===== src/rtl/count_event_monitor.sv =====
// Event monitor for an up/down counter: detects wraps, direction changes and threshold
// crossings, queues them in a first-word-fall-through FIFO, and tracks wraps and drops.
module count_event_monitor #(
    parameter int unsigned N     = 4,
    parameter int unsigned DEPTH = 4,
    parameter int unsigned WCW   = 8
) (
    input  logic           clk,
    input  logic           reset,
    input  logic [N-1:0]   q_in,
    input  logic           ctrl_in,
    input  logic [N-1:0]   thresh,
    input  logic           clr_ovf,
    output logic           evt_valid,
    input  logic           evt_ready,
    output logic [2:0]     evt_code,
    output logic [N-1:0]   evt_value,
    output logic           overflow,
    output logic [WCW-1:0] wrap_count
);
    localparam int unsigned AW = $clog2(DEPTH);
    localparam logic [N-1:0] QMax = '1;

    localparam logic [2:0] CodeWrapUp   = 3'd1;
    localparam logic [2:0] CodeWrapDn   = 3'd2;
    localparam logic [2:0] CodeDirChg   = 3'd3;
    localparam logic [2:0] CodeThrCross = 3'd4;

    logic [N-1:0]   q_prev_q, q_prev_d;
    logic           ctrl_prev_q, ctrl_prev_d;
    logic           prev_valid_q, prev_valid_d;
    logic [AW-1:0]  rd_ptr_q, rd_ptr_d;
    logic [AW-1:0]  wr_ptr_q, wr_ptr_d;
    logic [AW:0]    cnt_q, cnt_d;
    logic [2:0]     last_code_q, last_code_d;
    logic [N-1:0]   last_value_q, last_value_d;
    logic           overflow_q, overflow_d;
    logic [WCW-1:0] wrap_count_q, wrap_count_d;

    logic [2:0]     code_mem_q [DEPTH];
    logic [N-1:0]   value_mem_q [DEPTH];

    logic       wrap_up, wrap_dn, dir_chg, thr_cross;
    logic       det_valid;
    logic [2:0] det_code;
    logic       empty, full, pop, push, drop;

    always_comb begin
        wrap_up   = prev_valid_q && (q_prev_q == QMax) && (q_in == '0);
        wrap_dn   = prev_valid_q && (q_prev_q == '0) && (q_in == QMax);
        dir_chg   = prev_valid_q && (ctrl_in != ctrl_prev_q);
        thr_cross = prev_valid_q && ((q_prev_q < thresh) != (q_in < thresh));

        // Only the highest-priority coincident event is kept.
        det_valid = 1'b1;
        det_code  = 3'd0;
        if (wrap_up) begin
            det_code = CodeWrapUp;
        end else if (wrap_dn) begin
            det_code = CodeWrapDn;
        end else if (dir_chg) begin
            det_code = CodeDirChg;
        end else if (thr_cross) begin
            det_code = CodeThrCross;
        end else begin
            det_valid = 1'b0;
        end

        empty = (cnt_q == '0);
        full  = (cnt_q == (AW+1)'(DEPTH));
        pop   = !empty && evt_ready;
        push  = det_valid && (!full || pop);
        drop  = det_valid && full && !pop;

        cnt_d = cnt_q;
        unique case ({push, pop})
            2'b10:   cnt_d = cnt_q + (AW+1)'(1);
            2'b01:   cnt_d = cnt_q - (AW+1)'(1);
            default: cnt_d = cnt_q;
        endcase

        rd_ptr_d     = pop  ? rd_ptr_q + AW'(1) : rd_ptr_q;
        wr_ptr_d     = push ? wr_ptr_q + AW'(1) : wr_ptr_q;
        // Outputs hold the last popped entry once the FIFO drains.
        last_code_d  = pop ? code_mem_q[rd_ptr_q]  : last_code_q;
        last_value_d = pop ? value_mem_q[rd_ptr_q] : last_value_q;

        overflow_d = drop || (overflow_q && !clr_ovf);

        wrap_count_d = wrap_count_q;
        if ((wrap_up || wrap_dn) && (wrap_count_q != '1)) begin
            wrap_count_d = wrap_count_q + WCW'(1);
        end

        q_prev_d     = q_in;
        ctrl_prev_d  = ctrl_in;
        prev_valid_d = 1'b1;
    end

    always_ff @(posedge clk) begin
        if (reset) begin
            q_prev_q     <= '0;
            ctrl_prev_q  <= 1'b0;
            prev_valid_q <= 1'b0;
            rd_ptr_q     <= '0;
            wr_ptr_q     <= '0;
            cnt_q        <= '0;
            last_code_q  <= '0;
            last_value_q <= '0;
            overflow_q   <= 1'b0;
            wrap_count_q <= '0;
        end else begin
            q_prev_q     <= q_prev_d;
            ctrl_prev_q  <= ctrl_prev_d;
            prev_valid_q <= prev_valid_d;
            rd_ptr_q     <= rd_ptr_d;
            wr_ptr_q     <= wr_ptr_d;
            cnt_q        <= cnt_d;
            last_code_q  <= last_code_d;
            last_value_q <= last_value_d;
            overflow_q   <= overflow_d;
            wrap_count_q <= wrap_count_d;
        end
    end

    // Storage needs no reset: it is only observed through cnt_q.
    always_ff @(posedge clk) begin
        if (!reset && push) begin
            code_mem_q[wr_ptr_q]  <= det_code;
            value_mem_q[wr_ptr_q] <= q_in;
        end
    end

    always_comb begin
        evt_valid  = !empty;
        evt_code   = empty ? last_code_q  : code_mem_q[rd_ptr_q];
        evt_value  = empty ? last_value_q : value_mem_q[rd_ptr_q];
        overflow   = overflow_q;
        wrap_count = wrap_count_q;
    end

endmodule


===== config.mk =====
export PLATFORM = sky130hd
export DESIGN_NAME = count_event_monitor
export DESIGN_NICKNAME = d
export VERILOG_FILES = /design/src/rtl/count_event_monitor.sv
export SDC_FILE = /design/constraint.sdc
export NUM_CORES = 1
export LEC_CHECK = 0
export CORE_MARGIN = 5
export CORE_UTILIZATION = 60
export CTS_CLUSTER_DIAMETER = 80
export CTS_CLUSTER_SIZE = 20
export DETAILED_ROUTE_END_ITERATION = 10
export DONT_BUFFER_PORTS = 1
export HOLD_SLACK_MARGIN = 0.03
export PLACE_DENSITY_LB_ADDON = 0.2
export SYNTH_ARGS = -nofsm -noshare
export SYNTH_HDL_FRONTEND = slang
export SYNTH_SLANG_ARGS = --single-unit

===== constraint.sdc =====
create_clock -name clk -period 7.5 [get_ports clk]
set_clock_uncertainty 0.1 [all_clocks]
set_input_delay 2.25 -clock clk [delete_from_list [all_inputs] [get_ports clk]]
set_output_delay 2.25 -clock clk [all_outputs]
set_load 0.01 [all_outputs]

* Yosys cells after proc, flatten, opt, wreduce, memory -nomap -nowiden *
Memories as Yosys holds them, arrays and structs flattened. A register that Yosys moved wholly into a read port is not among the register bits.
Index checks and enable logic that the tools add are counted.
W data, S select, Z words.

storage, ports and cells
  flip-flop bits (word level) = 29
  word-level logic and storage cells = 70
  output and inout port bits = 17
  RAM bits = 28
  memories = 2
  bits of input ports = 13

operators by class
  multiplexer cells = 18
  $lt $le $gt $ge = 2
  reduce and logical (&&, ||, !) cells = 25
  equal/unequal tests = 8
  add/subtract/negate cells = 5

memories
  name         words  width  read ports  clocked after memory_dff  wr ports  line  text
  value_mem_q  4      4      1           1                         1         41    logic [N-1:0] value_mem_q [DEPTH];
  code_mem_q   4      3      1           1                         1         40    logic [2:0] code_mem_q [DEPTH];

operators by type and width
  cell                   count
  $mux W3                5
  $logic_and A1 B1 Y1    13
  $add A8 B1 Y8 const B  1
  $eq A4 B4 Y1 const B   2
  $logic_not A4 Y1       2
  $lt A4 B4 Y1           2
  $mux W2                4
  $ne A8 B8 Y1 const B   1
  $mux W1                7
  $pmux W3 S2            1
  $logic_not A1 Y1       5
  $add A2 B1 Y2 const B  2
  $mux W4                1
  $add A3 B1 Y3 const B  1
  $eq A3 B3 Y1 const B   1
  $logic_not A3 Y1       1
  $logic_or A1 B1 Y1     3
  $sub A3 B1 Y3 const B  1
  $eq A2 B1 Y1 const B   1
  $eq A2 B2 Y1 const B   1
  $ne A1 B1 Y1           2
  $reduce_bool A2 Y1     1

* Depth between registers and ports, before layout *
Gate-level depths: netlist of run 1.

  word-level depth = 11
  mapped depth = 11

* Worst setup path before layout of run 1 *
No wires, ideal clock.

  kind = input-to-reg
  from = input port thresh[1]
  to = register cnt_q[2]
  library setup time = 0.121 ns
  setup slack = 2.773 ns
  data arrival time = 4.505 ns
  buffers on the path = 0
  cell stages on the path = 9
  cell sequence = inv_1 ha_1 a2111o_1 o211ai_1 and3_4 o21ai_0 fa_1 o32ai_2 mux2_4

between the ends
  longest elaborated chain between the ends = 10

RTL lines
  item                                                      line  text
  start: declaration                                        12    input logic [N-1:0] thresh,
  $lt A4 B4 Y1                                              52    thr_cross = prev_valid_q && ((q_prev_q < thresh) != (q_in < thresh));
  $ne A1 B1 Y1 (*)                                          52
  $logic_and A1 B1 Y1 (*)                                   52
  $mux W1 (*)                                               63    end else if (thr_cross) begin
  $mux W1 (*)                                               61    end else if (dir_chg) begin
  $mux W1 (*)                                               59    end else if (wrap_dn) begin
  $mux W1 (*)                                               57    if (wrap_up) begin
  $logic_and A1 B1 Y1 (*)                                   72    push = det_valid && (!full || pop);
  $eq A2 B1 Y1 / $eq A2 B2 Y1 (equally long branches)       76    unique case ({push, pop})
  $pmux W3 S2 / $reduce_bool A2 Y1 (equally long branches)  --
  end signal: assignment                                    118   cnt_q <= cnt_d;
  end: declaration                                          34    logic [AW:0] cnt_q, cnt_d;

Mark *: on every way between the ends. The rest lies on a longest branch, timed or not.
A chain may end at the register's enable or synchronous reset.

* Worst setup path in the final report of run 1 *
Ends and elaborated chain as after synthesis.

==> flow_summary.toml, run 1 <==
[run_status]
outcome = "completed"

[routing]
route.met3.wl_um = 247
wl_per_cell_um = 17.6
first_pass_iters = 4
ant_nets = 0
vias = 1701
via_per_inst = 6.01
top_layer_used = "met4"
drc_errors = 0
routed_wl_um = 4970
wl_met1_um = 2010
drtIter0Drc = 84
wl_met2_um = 2590

[floorplanning]
die_y_um = 77.1
std_cell_rows = 24
design.core.area_mm2 = 0.00435
dieWidth_um = 77.1
die_area_mm2 = 0.00595
start_util_pct = 62.1
ios = 30

[pwr]
p_leak_nw = 1.06
pwr-share-seq_pct = 45.3
ir_drop_uv = 116
power.density_mw_per_mm2 = 306
sw_frac_of_total_pct = 30.3
clock_power_share_pct = 28.5
internal-power_mw = 0.619
p_switching_mw = 0.270
comb_power_share_pct = 26.2

[run]
drv_cap = 0

[cells_and_area]
syn_to_final_growth_pct = 7.55
fillers = 321
insertedDiodeCount = 0
nNetsFinal = 251
drive_gt1_share_pct = 16.9
final_util_pct = 66.8

[synth]
synth.avg_cell_area_um2 = 12.2
yosys.area.top_type = "edfxtp_1"
synth_top_family_by_area = "simple AND/OR/NAND/NOR gates"
ys_top_cells_by_count = "dfxtp_1 (31), edfxtp_1 (28), nand2_1 (22), nor2_1 (19), ha_1 (11)"
synthTopCellsByArea = "edfxtp_1 (31%), dfxtp_1 (23%), mux4_2 (5.8%)"
ys_seq_area_share_pct = 54.1
synth.most_common_cell = "dfxtp_1"
ys_async_sr_fraction_pct = 0
synth_edf_count = 28
synth_seq_cells = 59
yosysWarnings = 0
synth_compound_area_share_pct = 7.78
synthAdderAreaFrac_pct = 5.83
netlist.area_leader.share_pct = 31.1
synth_mux_area_share_pct = 10.6
syn_inst = 222
syn_area_mm2 = 0.00270
synth_xor_area_share_pct = 3.24
syn_nets = 247
yosysUniqueCellTypes = 48
synthFlopType = "dfxtp_1"
yosys.area_share.simple_pct = 16.0

[grt]
grt_usage_pct = 18.6
grt_pass1_wl_um = 8560
grt.overflow.total = 0
antenna_found_initial = 0
grt_pass1_vias = 1817
grt_max_degree = 34

[clock_network]
h-tree-depth = 3
cts_resized = 0
ctsRootBufferMaster = "clkbuf_8"
ctsHoldBuffers = 0
cts_buffers = 9
path_clk_slew_ps = 60
cts_tree = "yes"
worstSkewPairLatency_ps = 330
cts.sinks = 59
post_cts_buffers = 0
cts_max_path_buffers = 2

[worst_setup_path]
path_max_fanout = 4
worst-setup-path-type = "primary input to flop"
cp.arrival_ps = 4610
critPathCaptureType = "flop"
reg2reg_slack_ps = 4680
crit_required_ps = 7630
cp-start-kind = "primary input"

[sta]
rsz0062_at_grt = "false"
max_freq_ghz = 0.223
finalCriticalPeriod_ps = 4490
setup_viol = 0
worstMarginPinSlew_ps = 940
slew_headroom_pct = 36.5
fin_crit_sh_pct = 59.8
maxSlewViolCount = 0
finalSetupTns_ps = 0
finalHoldViolations = 0

[placement]
io_buffers = 0
dp_hpwl_um = 3560
gp_congestion = 0.809

[min_path]
hp-class = "flop to flop"
-- placed cells by master, fill, tap and decap left out, types with 5 or more instances in the layout --
| master | Yosys | layout |
|---|---|---|
| nor2b_1 | 9 | 9 |
| nor2_1 | 19 | 19 |
| nand2_1 | 22 | 22 |
| mux2_2 | 7 | 7 |
| edfxtp_1 | 28 | 28 |
| inv_1 | 9 | 9 |
| and3_1 | 5 | 5 |
| mux4_2 | 7 | 7 |
| clkbuf_8 | 0 | 11 |
| xor2_1 | 6 | 6 |
| ha_1 | 11 | 11 |
| dfxtp_1 | 31 | 31 |
| a21oi_1 | 10 | 10 |
-- power groups by stage --
stage	clock network (mW)	logic (mW)	registers (mW)
detailed placement	0	0.235	0.411
global route	0.276	0.256	0.409
finish	0.254	0.233	0.403
floorplan	0	0.222	0.392
CTS	0.258	0.237	0.404
global placement	0	0.227	0.407
-- through the flow --
stage                     total power [mW]  instance area [um^2]  hold slack (ps)  setup slack, ps  std cells
after floorplan                      0.614                  2700              334             2770        222
after global placement               0.634                  2730              334             2710        267
after detailed placement             0.647                  2730              340             2650        267
after CTS                            0.900                  2910              349             3020        283
after global routing                 0.941                  2910              369             2890        283
final                                0.889                  2910              348             3010        283
-- path summary, 6_finish.rpt --
kind / cells after the start / startpoint / to
worst min register to register: 2 / last_value_q[0] / last_value_q[0]
worst max-delay path: 9 / thresh[1] / cnt_q[2]
worst max register to register: 8 / q_prev_q[1] / cnt_q[2]
worst min-delay path: 2 / last_value_q[0] / last_value_q[0]
-- worst max-delay path, stage by stage --
cell and delay [ps]:
inv_1 30, ha_1 270, a2111o_1 380, o211ai_1 240, and3_4 300, o21ai_0 100
fa_1 410, o32ai_2 310, mux2_4 320
-- routing by layer --
| metal | up-vias | GRT usage, % |
|---|---|---|
| met5 | - | 0 |
| met3 | 13 | 6.79 |
| li1 | 814 | - |
| met2 | 46 | 31.2 |
| met4 | 0 | 9.28 |
| met1 | 828 | 20.7 |
-- cell families (layout without fill, tap and decap cells) --
family,after synthesis,after routing
xor gates and xnor gates,10,10
DFF,59,59
adders and majority gates,12,12
AOI/OAI and AO/OA,25,25
and+or+nand+nor,82,82
muxes,18,18
buffers and inverters,16,25
-- layout make-up --
type	count	area, um^2	share of cell area, %
Clock buffer	13	159	5.47
Inverter	9	33.8	1.16
Multi-Input combinational cell	147	1170	40.4
Sequential cell	59	1460	50.3
Tap cell	52	65.1	2.24
Clock inverter	3	13.8	0.474
-- registers in the layout, indices dropped and copies added, names as in the netlist, named ones only --
name,cells
last_code_q,3
value_mem_q,16
wrap_count,8
cnt_q,3
last_value_q,4
code_mem_q,12
prev_valid_q,1
ctrl_prev_q,1
overflow,1
q_prev_q,4
rd_ptr_q,2
wr_ptr_q,2
(Power assumes the default switching activity.)
==> inputs of run 2 (changes only) <==
--- a/config.mk
+++ b/config.mk
@@ -6,7 +6,7 @@
 export NUM_CORES = 1
 export LEC_CHECK = 0
 export CORE_MARGIN = 5
-export CORE_UTILIZATION = 60
+export CORE_UTILIZATION = 56
 export CTS_CLUSTER_DIAMETER = 80
 export CTS_CLUSTER_SIZE = 20
 export DETAILED_ROUTE_END_ITERATION = 10
==> constraint.sdc (replaced) <==
create_clock -name clk -period 3.95 [get_ports clk]
set_clock_uncertainty 0.1 [all_clocks]
set_input_delay 1.185 -clock clk [delete_from_list [all_inputs] [get_ports clk]]
set_output_delay 1.185 -clock clk [all_outputs]
set_load 0.01 [all_outputs]
==> run 2 against run 1 <==
Compared with the run above:
- sequential share of layout area is the same
- total power grew 87%
- clock power grew 78%
- hold slack is essentially flat
- wire length shrank 1.1%
- register-to-register slack lost 3500 ps
- critical path type unchanged
- first-iteration DRC count is the same
- count of clock-buffer cells in the layout is the same
==> flow_summary.toml, run 2 (synthesis results as in run 1) <==
[sta]
setup_viol = 0
finalSetupTns_ps = 0
finalCriticalPeriod_ps = 3390
hold-worst-slack_ps = 348
finalHoldViolations = 0
fin_crit_sh_pct = 85.9
max_freq_ghz = 0.295
worstMarginPinSlew_ps = 880
rsz0062_at_grt = "false"
setup_ws_ps = 556
maxSlewViolCount = 0
slew_headroom_pct = 40.5

[grt]
grt_use_met3_pct = 4.29
antenna_found_initial = 0
grt_pass1_wl_um = 8340
grt_use_met1_pct = 20.9
top_usage_layer = "met2"
grt.overflow.total = 0
use_met2_pct = 29.2
grt_max_degree = 34
grt_usage_pct = 17.9
grt_pass1_vias = 1740

[routing]
via_per_inst = 5.84
first_pass_iters = 4
wl_per_cell_um = 17.2
vias = 1669
drc_errors = 0
ant_nets = 0
drtIter0Drc = 84
routed_wl_um = 4920

[worst_setup_path]
critPathCaptureType = "flop"
cp-start-kind = "primary input"
crit_slowest_cell = "fa_1"
path_max_fanout = 4
cp_top_family = "compound AO/OA/AOI/OAI gates"
timing.rr.start = "q_prev_q[1]"
r2r_cells = 8
worst-setup-path-type = "primary input to flop"
cpPeakStageDelay_ps = 410
reg2reg_to = "cnt_q[2]"
crit_chain = "inv_1, ha_1, a2111oi_2, a211o_1, and3_4, o21ai_0, fa_1, o32ai_2, mux2_4"
path_depth = 9
crit_required_ps = 4070
cp_num_buf_inv = 1
reg2reg_slack_ps = 1140
cp.arrival_ps = 3510

[cells_and_area]
instances_no_fill = 286
syn_to_final_growth_pct = 7.55
postLayoutCellArea_mm2 = 0.00291
final_util_pct = 61.9
largest_reg_flops = 16
layout_commonest_cell = "dfxtp_1"
final_cell_mix = "dfxtp_1 (31), edfxtp_1 (28), nand2_1 (22)"
regArea_mm2 = 0.00146
fillers = 372
drive_gt1_share_pct = 16.8
nNetsFinal = 252
multi_input_area_mm2 = 0.00117
insertedDiodeCount = 0
regMostFlops = "value_mem_q"

[floorplanning]
die_area_mm2 = 0.00632
start_util_pct = 57.6
dieWidth_um = 79.5
die_y_um = 79.5
std_cell_rows = 25
design.core.area_mm2 = 0.00469
ios = 30

[placement]
gp_congestion = 0.764
io_buffers = 0
dp_hpwl_um = 3450
place_ws_ps = 221
place_area_mm2 = 0.00274
placedCellCount = 270

[clock_network]
worstSkewPairLatency_ps = 330
path_clk_slew_ps = 60
cts_max_path_buffers = 2
ctsRootBufferMaster = "clkbuf_8"
post_cts_buffers = 0
cts_buffers = 9
h-tree-depth = 3
ctsHoldBuffers = 0
cts_tree = "yes"
cts.sinks = 59
cts_resized = 0

[min_path]
hp-class = "flop to flop"
holdPathEnd = "last_value_q[1]"
whs_path_depth = 2
hold_path.startpoint = "last_value_q[1]"

[pwr]
p_total_mw = 1.66
power.density_mw_per_mm2 = 571
ir_drop_uv = 253
p_leak_nw = 1.06

[run]
drv_cap = 0

[run_status]
outcome = "completed"
run 2: final cells by class:
| cell class | instances | share of cell area, % |
|---|---|---|
| Tap cell | 54 | 2.32 |
| Inverter | 9 | 1.16 |
| Clock inverter | 3 | 0.474 |
| Clock buffer | 13 | 5.12 |
| Multi-Input combinational cell | 147 | 40.4 |
| Sequential cell | 59 | 50.3 |
| Timing Repair Buffer | 1 | 0.258 |
run 2: power by group:
group / total, mW / switching [mW] / internal (mW)
sequential: 0.764 / 0.0580 / 0.706
clock: 0.451 / 0.210 / 0.241
combinational: 0.446 / 0.233 / 0.212
total: 1.66 / 0.501 / 1.16
run 2: how the worst max path moves through the flow:
stage,start,endpoint
detailed placement,thresh[1],cnt_q[2]
finish,thresh[1],cnt_q[2]
global route,thresh[1],cnt_q[2]
CTS,thresh[1],cnt_q[2]
global placement,thresh[1],cnt_q[2]
floorplan,thresh[1],cnt_q[2]
run 2: tightest hold or removal path, delay by kind of cell, from the launching register on:
kind	cells	cell delay [ps]
flip-flops	1	310
AND/OR/NAND/NOR	1	50
AO/OA/AOI/OAI	1	50
run 2: per-layer routing:
metal | vias up | routed length, um | share of wire [%]
met5 | - | 0 | 0
met4 | 0 | 121 | 2.5
met3 | 8 | 208 | 4.2
met2 | 29 | 2490 | 51
met1 | 815 | 2100 | 43
li1 | 817 | - | -
